**src/rtl/cam_rgb444_capture.sv**
```systemverilog
// Camera byte-pair capture: assembles RGB444 pixels from an OV7670-style
// parallel bus and drives a row/column-addressed frame-buffer write port.
module cam_rgb444_capture #(
    parameter int unsigned IMG_W = 160,
    parameter int unsigned IMG_H = 120,
    parameter int unsigned AW    = 15
) (
    input  logic          CAM_pclk,
    input  logic          rst,
    input  logic          CAM_vsync,
    input  logic          CAM_href,
    input  logic [7:0]    CAM_px_data,
    output logic          DP_RAM_regW,
    output logic [AW-1:0] DP_RAM_addr_in,
    output logic [11:0]   DP_RAM_data_in,
    output logic          frame_done,
    output logic          ovf
);

    localparam int unsigned CW = 8;
    localparam int unsigned RW = 7;

    typedef enum logic [1:0] {
        WAIT_VS,
        WAIT_START,
        BYTE1,
        BYTE2
    } state_t;

    state_t          state_q, state_d;
    logic [CW-1:0]   col_q, col_d;
    logic [RW-1:0]   row_q, row_d;
    logic [3:0]      red_q, red_d;
    logic            href_q, href_d;
    logic            line_q, line_d;
    logic            regw_q, regw_d;
    logic [AW-1:0]   addr_q, addr_d;
    logic [11:0]     data_q, data_d;
    logic            frame_done_q, frame_done_d;
    logic            ovf_q, ovf_d;

    logic [AW-1:0]   row_base;
    logic            in_bounds;
    logic            in_frame;
    logic [CW-1:0]   col_inc;
    logic [RW-1:0]   row_inc;

    // row*IMG_W as a constant-folded sum of shifted copies of row
    always_comb begin
        row_base = '0;
        for (int unsigned i = 0; i < AW; i++) begin
            if (((IMG_W >> i) & 32'd1) != 32'd0) begin
                row_base = row_base + (AW'(row_q) << i);
            end
        end
    end

    assign in_bounds = (32'(col_q) < IMG_W) && (32'(row_q) < IMG_H);
    assign in_frame  = (state_q == BYTE1) || (state_q == BYTE2);
    assign col_inc   = (col_q == '1) ? col_q : col_q + CW'(1);
    assign row_inc   = (row_q == '1) ? row_q : row_q + RW'(1);

    always_comb begin
        state_d      = state_q;
        col_d        = col_q;
        row_d        = row_q;
        red_d        = red_q;
        href_d       = CAM_href;
        line_d       = line_q;
        regw_d       = 1'b0;
        addr_d       = addr_q;
        data_d       = data_q;
        frame_done_d = 1'b0;
        ovf_d        = ovf_q;

        // end of a line that carried data advances to the next row
        if (in_frame && href_q && !CAM_href && line_q) begin
            row_d  = row_inc;
            col_d  = '0;
            line_d = 1'b0;
        end

        case (state_q)
            WAIT_VS: begin
                if (CAM_vsync) state_d = WAIT_START;
            end
            WAIT_START: begin
                if (!CAM_vsync) begin
                    row_d   = '0;
                    col_d   = '0;
                    ovf_d   = 1'b0;
                    line_d  = 1'b0;
                    state_d = BYTE1;
                end
            end
            BYTE1: begin
                if (CAM_vsync) begin
                    frame_done_d = 1'b1;
                    state_d      = WAIT_START;
                end else if (CAM_href) begin
                    red_d   = CAM_px_data[3:0];
                    line_d  = 1'b1;
                    state_d = BYTE2;
                end
            end
            BYTE2: begin
                if (CAM_vsync) begin
                    red_d        = '0;
                    frame_done_d = 1'b1;
                    state_d      = WAIT_START;
                end else if (CAM_href) begin
                    line_d = 1'b1;
                    if (in_bounds) begin
                        regw_d = 1'b1;
                        addr_d = row_base + AW'(col_q);
                        data_d = {red_q, CAM_px_data};
                    end else begin
                        ovf_d = 1'b1;
                    end
                    col_d   = col_inc;
                    state_d = BYTE1;
                end else begin
                    red_d   = '0;
                    state_d = BYTE1;
                end
            end
            default: state_d = WAIT_VS;
        endcase
    end

    always_ff @(posedge CAM_pclk) begin
        if (rst) begin
            state_q      <= WAIT_VS;
            col_q        <= '0;
            row_q        <= '0;
            red_q        <= '0;
            href_q       <= 1'b0;
            line_q       <= 1'b0;
            regw_q       <= 1'b0;
            addr_q       <= '0;
            data_q       <= '0;
            frame_done_q <= 1'b0;
            ovf_q        <= 1'b0;
        end else begin
            state_q      <= state_d;
            col_q        <= col_d;
            row_q        <= row_d;
            red_q        <= red_d;
            href_q       <= href_d;
            line_q       <= line_d;
            regw_q       <= regw_d;
            addr_q       <= addr_d;
            data_q       <= data_d;
            frame_done_q <= frame_done_d;
            ovf_q        <= ovf_d;
        end
    end

    assign DP_RAM_regW    = regw_q;
    assign DP_RAM_addr_in = addr_q;
    assign DP_RAM_data_in = data_q;
    assign frame_done     = frame_done_q;
    assign ovf            = ovf_q;

endmodule

```
**config.mk**
```make
export PLATFORM = sky130hd
export DESIGN_NAME = cam_rgb444_capture
export DESIGN_NICKNAME = d
export VERILOG_FILES = /design/src/rtl/cam_rgb444_capture.sv
export SDC_FILE = /design/constraint.sdc
export NUM_CORES = 1
export LEC_CHECK = 0
export CAP_MARGIN = 30
export CELL_PAD_IN_SITES_DETAIL_PLACEMENT = 1
export CELL_PAD_IN_SITES_GLOBAL_PLACEMENT = 1
export CORE_ASPECT_RATIO = 0.5
export CORE_MARGIN = 2
export CORE_UTILIZATION = 42
export CTS_BUF_LIST = sky130_fd_sc_hd__clkbuf_8
export DETAILED_ROUTE_END_ITERATION = 12
export GPL_TIMING_DRIVEN = 0
export PLACE_DENSITY_LB_ADDON = 0.25
export SLEW_MARGIN = 20
export SYNTH_ARGS = -nofsm -noshare
export SYNTH_HDL_FRONTEND = slang
export SYNTH_SLANG_ARGS = --single-unit
```
**constraint.sdc**
```tcl
create_clock -name CAM_pclk -period 3.4 [get_ports CAM_pclk]
set_clock_uncertainty 0.05 [all_clocks]
set_input_delay 0.51 -clock CAM_pclk [delete_from_list [all_inputs] [get_ports CAM_pclk]]
set_output_delay 0.51 -clock CAM_pclk [all_outputs]
set_load 0.01 [all_outputs]
```
==> impl_metrics.json <==
{
  "p_leak_nw": 1.22,
  "cp.required_ps": 3630,
  "worst_pin_slew_ps": 669,
  "synth_ff_type": "dfxtp_1",
  "avgSynthCellArea_um2": 8.56,
  "setup_violations": 0,
  "clk_latency_ps": 330,
  "relSlewSlack_pct": 55.4,
  "yosys_warnings": 0,
  "yosys.area_share.simple_pct": 22.6,
  "maxCapViolCount": 0,
  "portBuffers": 40,
  "vias": 2532,
  "synth_top_family_by_area": "simple AND/OR/NAND/NOR gates",
  "synth_area_um2": 2740,
  "cp_data_arrival_time_ps": 2970,
  "htree_levels": 2,
  "start_kind": "flop",
  "drive_above_1_share_pct": 7.34,
  "muxShareOfSynthArea_pct": 1.10,
  "synthToLayoutAreaGrowth_pct": 22.1,
  "path_buf_inv": 2,
  "rsz0062_at_grt": "false",
  "gp_congestion": 0.857,
  "antenna_cells": 0,
  "power_w": 0.00108,
  "viasPerCell": 5.55,
  "drc": 0,
  "crit_slowest_cell": "fa_1",
  "final.setup.tns_ps": 0,
  "crit_chain": "inv_1 > fa_1 > inv_1 > fa_1 > a211oi_1 > o21ai_0 > a2111o_1 > nand3_1",
  "synth-async-reset-ratio_pct": 0,
  "cts_root_buf": "clkbuf_8",
  "synth_edf_count": 0,
  "outcome": "finished, final reports clean",
  "grt_pass1_vias": 2514,
  "grt_overflow": 0,
  "dpl_worst_slack_ps": 669,
  "clk_pin_slew_ps": 110,
  "final_nets": 396,
  "die-area_um2": 7220,
  "routed_wl_um": 7660,
  "rrSetupSlack_ps": 660,
  "netlist_top_cells_area": "dfxtp_1 39%, nand2_1 7.4%, ha_1 6.9%, a21oi_1 5.7%, nor2_1 3.2%",
  "grt_use_total_pct": 22.1,
  "drt_iter0_drc": 88,
  "period_minus_slack_ps": 2740,
  "setup.worst_path.end_class": "flop",
  "grt_max_degree": 19,
  "postCtsSetupBuffers": 0,
  "io_pins": 42,
  "n_fill_cell": 758,
  "core_area_um2": 6180,
  "syn_nets": 349,
  "dpl_cell_area_um2": 3250,
  "yosysMostFrequentCell": "nand2_1",
  "instances_no_fill": 456,
  "dpl.cell_count": 448,
  "irDropWorstVdd_v": 0.000145,
  "synthAdderAreaFrac_pct": 8.32,
  "start_util_pct": 44.3,
  "syn_inst": 320,
  "critPathKind": "reg2reg",
  "dp_hpwl_um": 5690,
  "path_delay_family": "adder cells",
  "synth_top_area_share_pct": 38.8,
  "synth_compound_area_share_pct": 21.8,
  "hold_viol": 0,
  "cts_sinks": 53,
  "numCtsBuffers": 5,
  "rows": 20,
  "hold_buffers": 0,
  "first_pass_iters": 4,
  "ant_nets": 0,
  "synth_largest_area_cell": "dfxtp_1",
  "cpPeakStageDelay_ps": 550,
  "timing.fmax_mhz": 365,
  "synth_seq_area_share_pct": 38.8,
  "wire_per_inst_um": 16.8,
  "ys_ff_latch": 53,
  "cts_resized": 0,
  "fp.dieH_um": 61.1,
  "antenna_found_initial": 0,
  "die_w_um": 118,
  "finalMaxSlewViolations": 0,
  "grt_pass1_wl_um": 12300,
  "fin_crit_sh_pct": 80.7,
  "synthDistinctLibCells": 56,
  "clk_path_buf_depth": 2,
  "p_per_area_nw_per_um2": 322,
  "cts_tree": "built",
  "cp_max_fo": 5,
  "design_area_um2": 3340,
  "synth-xor-area-share_pct": 1.60,
  "setup_ws_ps": 657,
  "hold_path.class": "in2reg",
  "synth_top_cells_by_count": "54 x nand2_1, 53 x dfxtp_1, 31 x a21oi_1, 23 x nor2_1, 15 x ha_1"
}
==> path summary, 6_finish.rpt <==
path | cells past startpoint | from | endpoint
setup reg to reg | 8 | col_q[7] | DP_RAM_addr_in[12]
hold reg to reg | 2 | DP_RAM_data_in[11] | DP_RAM_data_in[11]
hold / removal | 2 | CAM_vsync | state_q[1]
setup / recovery | 8 | col_q[7] | DP_RAM_addr_in[12]
==> through the flow <==
stage,hold slack (ps),util (%)
2_1_floorplan,395,-
3_3_place_gp,391,52.6
3_5_place_dp,402,52.6
4_1_cts,337,54.1
5_1_grt,348,54.1
6_report,338,54.1
==> sequential cells by signal, summed over array words and instances, names as in the netlist <==
name	cells
href_q	1
DP_RAM_addr_in	15
line_q	1
DP_RAM_data_in	12
ovf	1
DP_RAM_regW	1
col_q	8
frame_done	1
red_q	4
row_q	7
state_q	2
==> where the power goes <==
| group | internal (W) | total [W] | switching [W] | leakage [nW] |
|---|---|---|---|---|
| Combinational | 0.0000261 | 0.0000632 | 0.0000370 | 0.750 |
| Sequential | 0.000624 | 0.000628 | 0.00000318 | 0.428 |
| Clock | 0.000149 | 0.000386 | 0.000237 | 0.0447 |
==> layout by cell type (no fill, tap or decap), types with 4 or more instances in the layout <==
cell type	count
nand3_1	9
nor2_1	23
nand2_1	54
ha_1	15
o21ai_0	12
inv_1	12
dfxtp_1	53
nand3b_1	5
a22o_1	4
clkbuf_8	5
buf_6	5
clkbuf_1	8
or3_1	4
a22oi_1	4
nor3_1	6
clkdlybuf4s50_1	40
a21oi_1	31
a31oi_1	4
a211oi_1	6
==> area by class of cell <==
cell class,instances,area (um2),area share [%]
sequential,53,1060,31.7
timing repair buffer,40,400,12.0
clock inverter,3,25.0,0.749
inverter,12,45.0,1.35
tap,88,110,3.29
buffer,18,116,3.48
clock buffer,5,68.8,2.06
multi-input combinational,237,1520,45.3
==> metal layers <==
metal,global-route usage [%],part of all wire [%],vias up
li1,-,-,1239
met1,27.9,48,1234
met2,38.9,47,47
met3,5.28,4.1,12
met4,6.88,1.2,0
met5,0,0,-
==> logic make-up (layout without fill, tap and decap cells) <==
logic type                 Yosys count  in the layout
buffers and inverters               30             78
AOI/OAI and AO/OA                   89             89
and+or+nand+nor                    123            123
muxes                                3              3
DFF                                 53             53
xor gates and xnor gates             5              5
adders and majority gates           17             17
No activity file was read; power rests on OpenSTA's default activity.
